### config.mk
export PLATFORM = sky130hd
export DESIGN_NAME = accel_dma_ctrl
export DESIGN_NICKNAME = d
export VERILOG_FILES = /design/src/rtl/accel_dma_ctrl_pkg.sv /design/src/rtl/accel_dma_ctrl.sv
export SDC_FILE = /design/constraint.sdc
export NUM_CORES = 1
export LEC_CHECK = 0
export CAP_MARGIN = 20
export CORE_AREA = 2 2 130 132
export DETAILED_ROUTE_END_ITERATION = 10
export DIE_AREA = 0 0 132 134
export HOLD_SLACK_MARGIN = 0.15
export PLACE_DENSITY = 0.91
export SLEW_MARGIN = 20
export SYNTH_ARGS = -nofsm -noshare
export SYNTH_HDL_FRONTEND = slang
export SYNTH_SLANG_ARGS = --single-unit
### constraint.sdc
create_clock -name clk -period 3.63 [get_ports clk]
set_input_delay 0.726 -clock clk [delete_from_list [all_inputs] [get_ports clk]]
set_output_delay 0.726 -clock clk [all_outputs]
set_load 0.01 [all_outputs]
### src/rtl/accel_dma_ctrl_pkg.sv
// Shared constants for the accelerator result DMA controller.
// Register map, CTRL/STATUS bit positions and FSM states.
package accel_dma_ctrl_pkg;

  localparam logic [7:0] REG_CTRL   = 8'h00;
  localparam logic [7:0] REG_DST    = 8'h04;
  localparam logic [7:0] REG_LEN    = 8'h08;
  localparam logic [7:0] REG_STATUS = 8'h0C;
  localparam logic [7:0] REG_COUNT  = 8'h10;

  localparam int CTRL_START  = 0;
  localparam int CTRL_IRQ_EN = 1;
  localparam int CTRL_ABORT  = 2;

  localparam int STAT_BUSY    = 0;
  localparam int STAT_DONE    = 1;
  localparam int STAT_ABORTED = 2;

  typedef enum logic [1:0] {
    ST_IDLE   = 2'd0,
    ST_WAIT   = 2'd1,
    ST_WRITE  = 2'd2,
    ST_FINISH = 2'd3
  } state_t;

endpackage

### src/rtl/accel_dma_ctrl.sv
// Moves result words from a show-ahead FIFO into SoC RAM.
// CPU-programmed destination/length, one beat per word.
module accel_dma_ctrl
  import accel_dma_ctrl_pkg::*;
#(
  parameter int LEN_W = 16
) (
  input  logic        clk,
  input  logic        reset,
  input  logic        s_valid,
  output logic        s_ready,
  input  logic [7:0]  s_addr,
  input  logic [3:0]  s_wstrb,
  input  logic [31:0] s_wdata,
  output logic [31:0] s_rdata,
  input  logic [31:0] fifo_rdata,
  input  logic        fifo_empty,
  output logic        fifo_pop,
  output logic        m_valid,
  input  logic        m_ready,
  output logic [31:0] m_addr,
  output logic [31:0] m_wdata,
  output logic [3:0]  m_wstrb,
  output logic        irq
);

  state_t           r_state;
  logic             r_s_ready;
  logic [31:0]      r_s_rdata;
  logic [31:0]      r_dst;
  logic [LEN_W-1:0] r_len;
  logic [LEN_W-1:0] r_len_act;
  logic [LEN_W-1:0] r_count;
  logic [31:0]      r_addr;
  logic [31:0]      r_buf;
  logic             r_irq_en;
  logic             r_busy;
  logic             r_done;
  logic             r_aborted;
  logic             r_abort_pend;

  logic             w_wr;
  logic             w_wr_ctrl;
  logic             w_start;
  logic             w_abort;
  logic [LEN_W-1:0] w_cnt_nxt;
  logic [31:0]      w_rdata;

  // Writes commit on the cycle s_ready is high.
  assign w_wr      = s_valid && r_s_ready && (s_wstrb != 4'h0);
  assign w_wr_ctrl = w_wr && (s_addr == REG_CTRL);
  assign w_abort   = w_wr_ctrl && s_wdata[CTRL_ABORT];
  assign w_start   = w_wr_ctrl && s_wdata[CTRL_START]
                     && !s_wdata[CTRL_ABORT];
  assign w_cnt_nxt = r_count + LEN_W'(1);

  assign s_ready  = r_s_ready;
  assign s_rdata  = r_s_rdata;
  assign fifo_pop = (r_state == ST_WAIT) && !fifo_empty && !w_abort;
  assign m_valid  = (r_state == ST_WRITE);
  assign m_addr   = r_addr;
  assign m_wdata  = r_buf;
  assign m_wstrb  = m_valid ? 4'hF : 4'h0;
  assign irq      = r_done && r_irq_en;

  always_comb begin
    w_rdata = '0;
    case (s_addr)
      REG_CTRL:   w_rdata[CTRL_IRQ_EN] = r_irq_en;
      REG_DST:    w_rdata = r_dst;
      REG_LEN:    w_rdata = 32'(r_len);
      REG_STATUS: w_rdata = {29'd0, r_aborted, r_done, r_busy};
      REG_COUNT:  w_rdata = 32'(r_count);
      default:    w_rdata = '0;
    endcase
  end

  always_ff @(posedge clk) begin
    if (reset) begin
      r_state      <= ST_IDLE;
      r_s_ready    <= 1'b0;
      r_s_rdata    <= '0;
      r_dst        <= '0;
      r_len        <= '0;
      r_len_act    <= '0;
      r_count      <= '0;
      r_addr       <= '0;
      r_buf        <= '0;
      r_irq_en     <= 1'b0;
      r_busy       <= 1'b0;
      r_done       <= 1'b0;
      r_aborted    <= 1'b0;
      r_abort_pend <= 1'b0;
    end else begin
      r_s_ready <= s_valid && !r_s_ready;
      r_s_rdata <= (s_valid && !r_s_ready) ? w_rdata : '0;

      if (w_wr && s_addr == REG_DST) r_dst <= {s_wdata[31:2], 2'b00};
      if (w_wr && s_addr == REG_LEN) r_len <= s_wdata[LEN_W-1:0];
      if (w_wr_ctrl) r_irq_en <= s_wdata[CTRL_IRQ_EN];
      if (w_wr && s_addr == REG_STATUS) begin
        if (s_wdata[STAT_DONE])    r_done    <= 1'b0;
        if (s_wdata[STAT_ABORTED]) r_aborted <= 1'b0;
      end

      // FSM status updates below win over a same-cycle W1C.
      case (r_state)
        ST_IDLE: begin
          if (w_start) begin
            if (r_len != '0) begin
              r_addr    <= r_dst;
              r_count   <= '0;
              r_len_act <= r_len;
              r_busy    <= 1'b1;
              r_state   <= ST_WAIT;
            end else begin
              r_state <= ST_FINISH;
            end
          end
        end
        ST_WAIT: begin
          if (w_abort) begin
            r_aborted <= 1'b1;
            r_busy    <= 1'b0;
            r_state   <= ST_IDLE;
          end else if (!fifo_empty) begin
            r_buf   <= fifo_rdata;
            r_state <= ST_WRITE;
          end
        end
        ST_WRITE: begin
          if (w_abort) r_abort_pend <= 1'b1;
          if (m_ready) begin
            r_count <= w_cnt_nxt;
            r_addr  <= r_addr + 32'd4;
            if (w_abort || r_abort_pend) begin
              r_abort_pend <= 1'b0;
              r_aborted    <= 1'b1;
              r_busy       <= 1'b0;
              r_state      <= ST_IDLE;
            end else if (w_cnt_nxt == r_len_act) begin
              r_state <= ST_FINISH;
            end else begin
              r_state <= ST_WAIT;
            end
          end
        end
        ST_FINISH: begin
          r_done  <= 1'b1;
          r_busy  <= 1'b0;
          r_state <= ST_IDLE;
        end
        default: r_state <= ST_IDLE;
      endcase
    end
  end

endmodule

==> results.txt <==
Core Region - 16300 um^2
clock sink total - 180
n_diodes - 0
ANT nets after route - 0
Final nets - 1242
CTS buffer count - 17
Tmin final - 3.52 ns
Psw - 1.78 mW
synth cell count leaders - 180 x dfxtp_1, 164 x nand2_1, 102 x a21oi_1, 83 x nor2_1, 68 x clkbuf_1
Ys Warns - 0
Worst Tran Pin Value - 0.839 ns
Final Max Slew Viols - 0
status - finished, final reports clean
clock power share - 0.341
routed wire length - 26300 um
unrepaired setup endpoints after global routing - false
top-area cell type share of the netlist area - 0.441
WHS Path Cells - 2
Die H - 134 um
Final Hold Vio Count - 0
Mapped Area - 8170 um^2
class of the worst hold path - flop to flop
Cells after DPL - 1355
Syn Area/Cell - 8.22 um^2
Starting DRT DRC Count - 1345
largest net degree at the start of global routing - 62
clock buffer depth - 2
Row Count - 47
CTS tree - done
critical path class - input port to primary output
number of global-route vias before repair - 7807
Max Clock Freq - 284 MHz
CP Launch Type - input port
overall via count from detail_route - 8287
number of distinct library cells after synthesis - 64
Post-synth EDFFs - 0
Yosys reg bits - 180
wire length per cell - 18.9 um
Synth area leaders - dfxtp_1 44%, nand2_1 7.5%, a21oi_1 6.3%, mux2i_1 5.3%, nor2_1 3.8%
Util after Layout - 0.669
post-route insts no fill - 1387
WP data arrival - 2.79 ns
Root Buffer - clkbuf_16
Clock Pin Slew Worst Setup and Hold Paths - 0.06 ns
CP Capture Type - primary output
Die Wd - 132 um
leakage power - 3.92 nW
drt pass-1 iters - 6
layout cells sized above 1 - 0.0737
Worst Path Max Fanout - 6
Pint - 3.86 mW
cell with the most instances after synthesis - dfxtp_1
worst reg2reg path depth - 7
first-pass GRT wire length - 41200 um
antenna violations before repair - 0
ys async rst share - 0
hold_buf cts - 0
aggregate global-route resource usage - 0.291
Pwr per Cell Area - 518 nW/um^2
Initial Utilization - 0.501
sequential fraction of the synthesis area - 0.441
# DRC - 0
Port Buffers - 182
die area - 17700 um^2
Max Cap Violations - 0
gr ovfl total - 0
dominant synthesized flop cell - dfxtp_1
Sw Ratio - 0.316
WP data required - 2.90 ns
Skew-Pair Late Insertion Delay - 0.43 ns
Final setup viols - 0
VDD IR max - 0.412 mV
Slew HR - 0.435
Reg power frac - 0.387
flop2flop setup slack - 0.77 ns
Via density - 5.97
Combinational Power Share - 0.272
Ports - 185
area leader, netlist - dfxtp_1
Post-Syn Instances - 993
Final Cycle Share - 0.969
final clock skew - 0.00893 ns
dpl hpwl - 18700 um
GP Congestion - 0.959
P&R area growth vs syn - 33.5%
H-tree depth - 4
## critical path, stage by stage
cell	delay, ns
clkdlybuf4s50_1	0.41
or4_4	0.57
nor4b_4	0.39
a31oi_2	0.16
nand2b_1	0.12
inv_1	0.11
dlygate4sd2_1	0.30
## area by class of cell
class                      instances  area (um^2)
fill                            1316         5390
multi-input combinational        714         4180
sequential                       180         3600
timing repair buffer             221         2150
clock buffer                      18          439
tap                              220          275
clock inverter                    14          175
inverter                          20         75.1
## per-layer routing
metal  track usage  up-vias  routed length (um)
met5             0        -                   0
met4         0.100        0                 720
met3        0.0658       62                2230
met2         0.484      431               12700
met1         0.373     3921               10600
li1              -     3873                   -
## final timing paths
| kind | from | endpoint |
|---|---|---|
| min | m_wdata[13]$_SDFFE_PP0P_ | m_wdata[13]$_SDFFE_PP0P_ |
| min reg2reg | m_wdata[13]$_SDFFE_PP0P_ | m_wdata[13]$_SDFFE_PP0P_ |
| max reg2reg | r_len[11]$_SDFFE_PP0P_ | m_addr[29]$_SDFFE_PP0P_ |
| max | s_addr[5] | fifo_pop |
## cells in the final DEF, fill, tap and decap left out, types with 28 or more instances in the layout
master             n
clkdlybuf4s50_1  180
dfxtp_1          180
nand2_1          164
a21oi_1          102
nor2_1            83
mux2i_1           43
buf_4             37
and3_1            28
nand3_1           28
o21ai_0           28
## power groups by stage
stage	sequential [mW]	combinational (mW)	clock, mW
final	2.18	1.54	1.92
after global routing	2.20	1.64	2.04
after CTS	2.18	1.52	1.94
after detailed placement	2.22	1.49	0
after global placement	2.22	1.46	0
after floorplan	2.24	0.810	0
## flip-flops by register name (all words and copies together) (netlist names), 2 cells and up
| signal | count |
|---|---|
| m_wdata | 32 |
| s_rdata | 32 |
| m_addr | 30 |
| r_dst | 30 |
| r_count | 16 |
| r_len | 16 |
| r_len_act | 16 |
| r_state | 2 |
## per-stage QoR
| stage | worst slack, ns | hold slack (ns) | TNS (ns) | instance area (um^2) | total power, mW |
|---|---|---|---|---|---|
| after global placement | 0.00971 | 0.441 | 0 | 10300 | 3.68 |
| after floorplan | 0.477 | 0.441 | 0 | 8170 | 3.05 |
| after global routing | 0.0320 | 0.473 | 0 | 10900 | 5.88 |
| after CTS | 0.120 | 0.454 | 0 | 10900 | 5.63 |
| after detailed placement | -0.00586 | 0.445 | -0.00586 | 10300 | 3.72 |
| final | 0.112 | 0.452 | 0 | 10900 | 5.64 |
## cells by family after synthesis
family / synth area share
simple gates: 0.240
compound gates: 0.175
flops: 0.441
buf+inv: 0.0496
mux: 0.0555
xor+xnor: 0.0268
fa+ha+maj: 0.0107
other cells: 0.000459
## what timing repair did
item                                    CTS  global route
gates resized for setup                   2             0
buffers inserted                          0             0
endpoints found under the setup margin    1             0
Note: power is estimated with default switching activity, not from simulation.
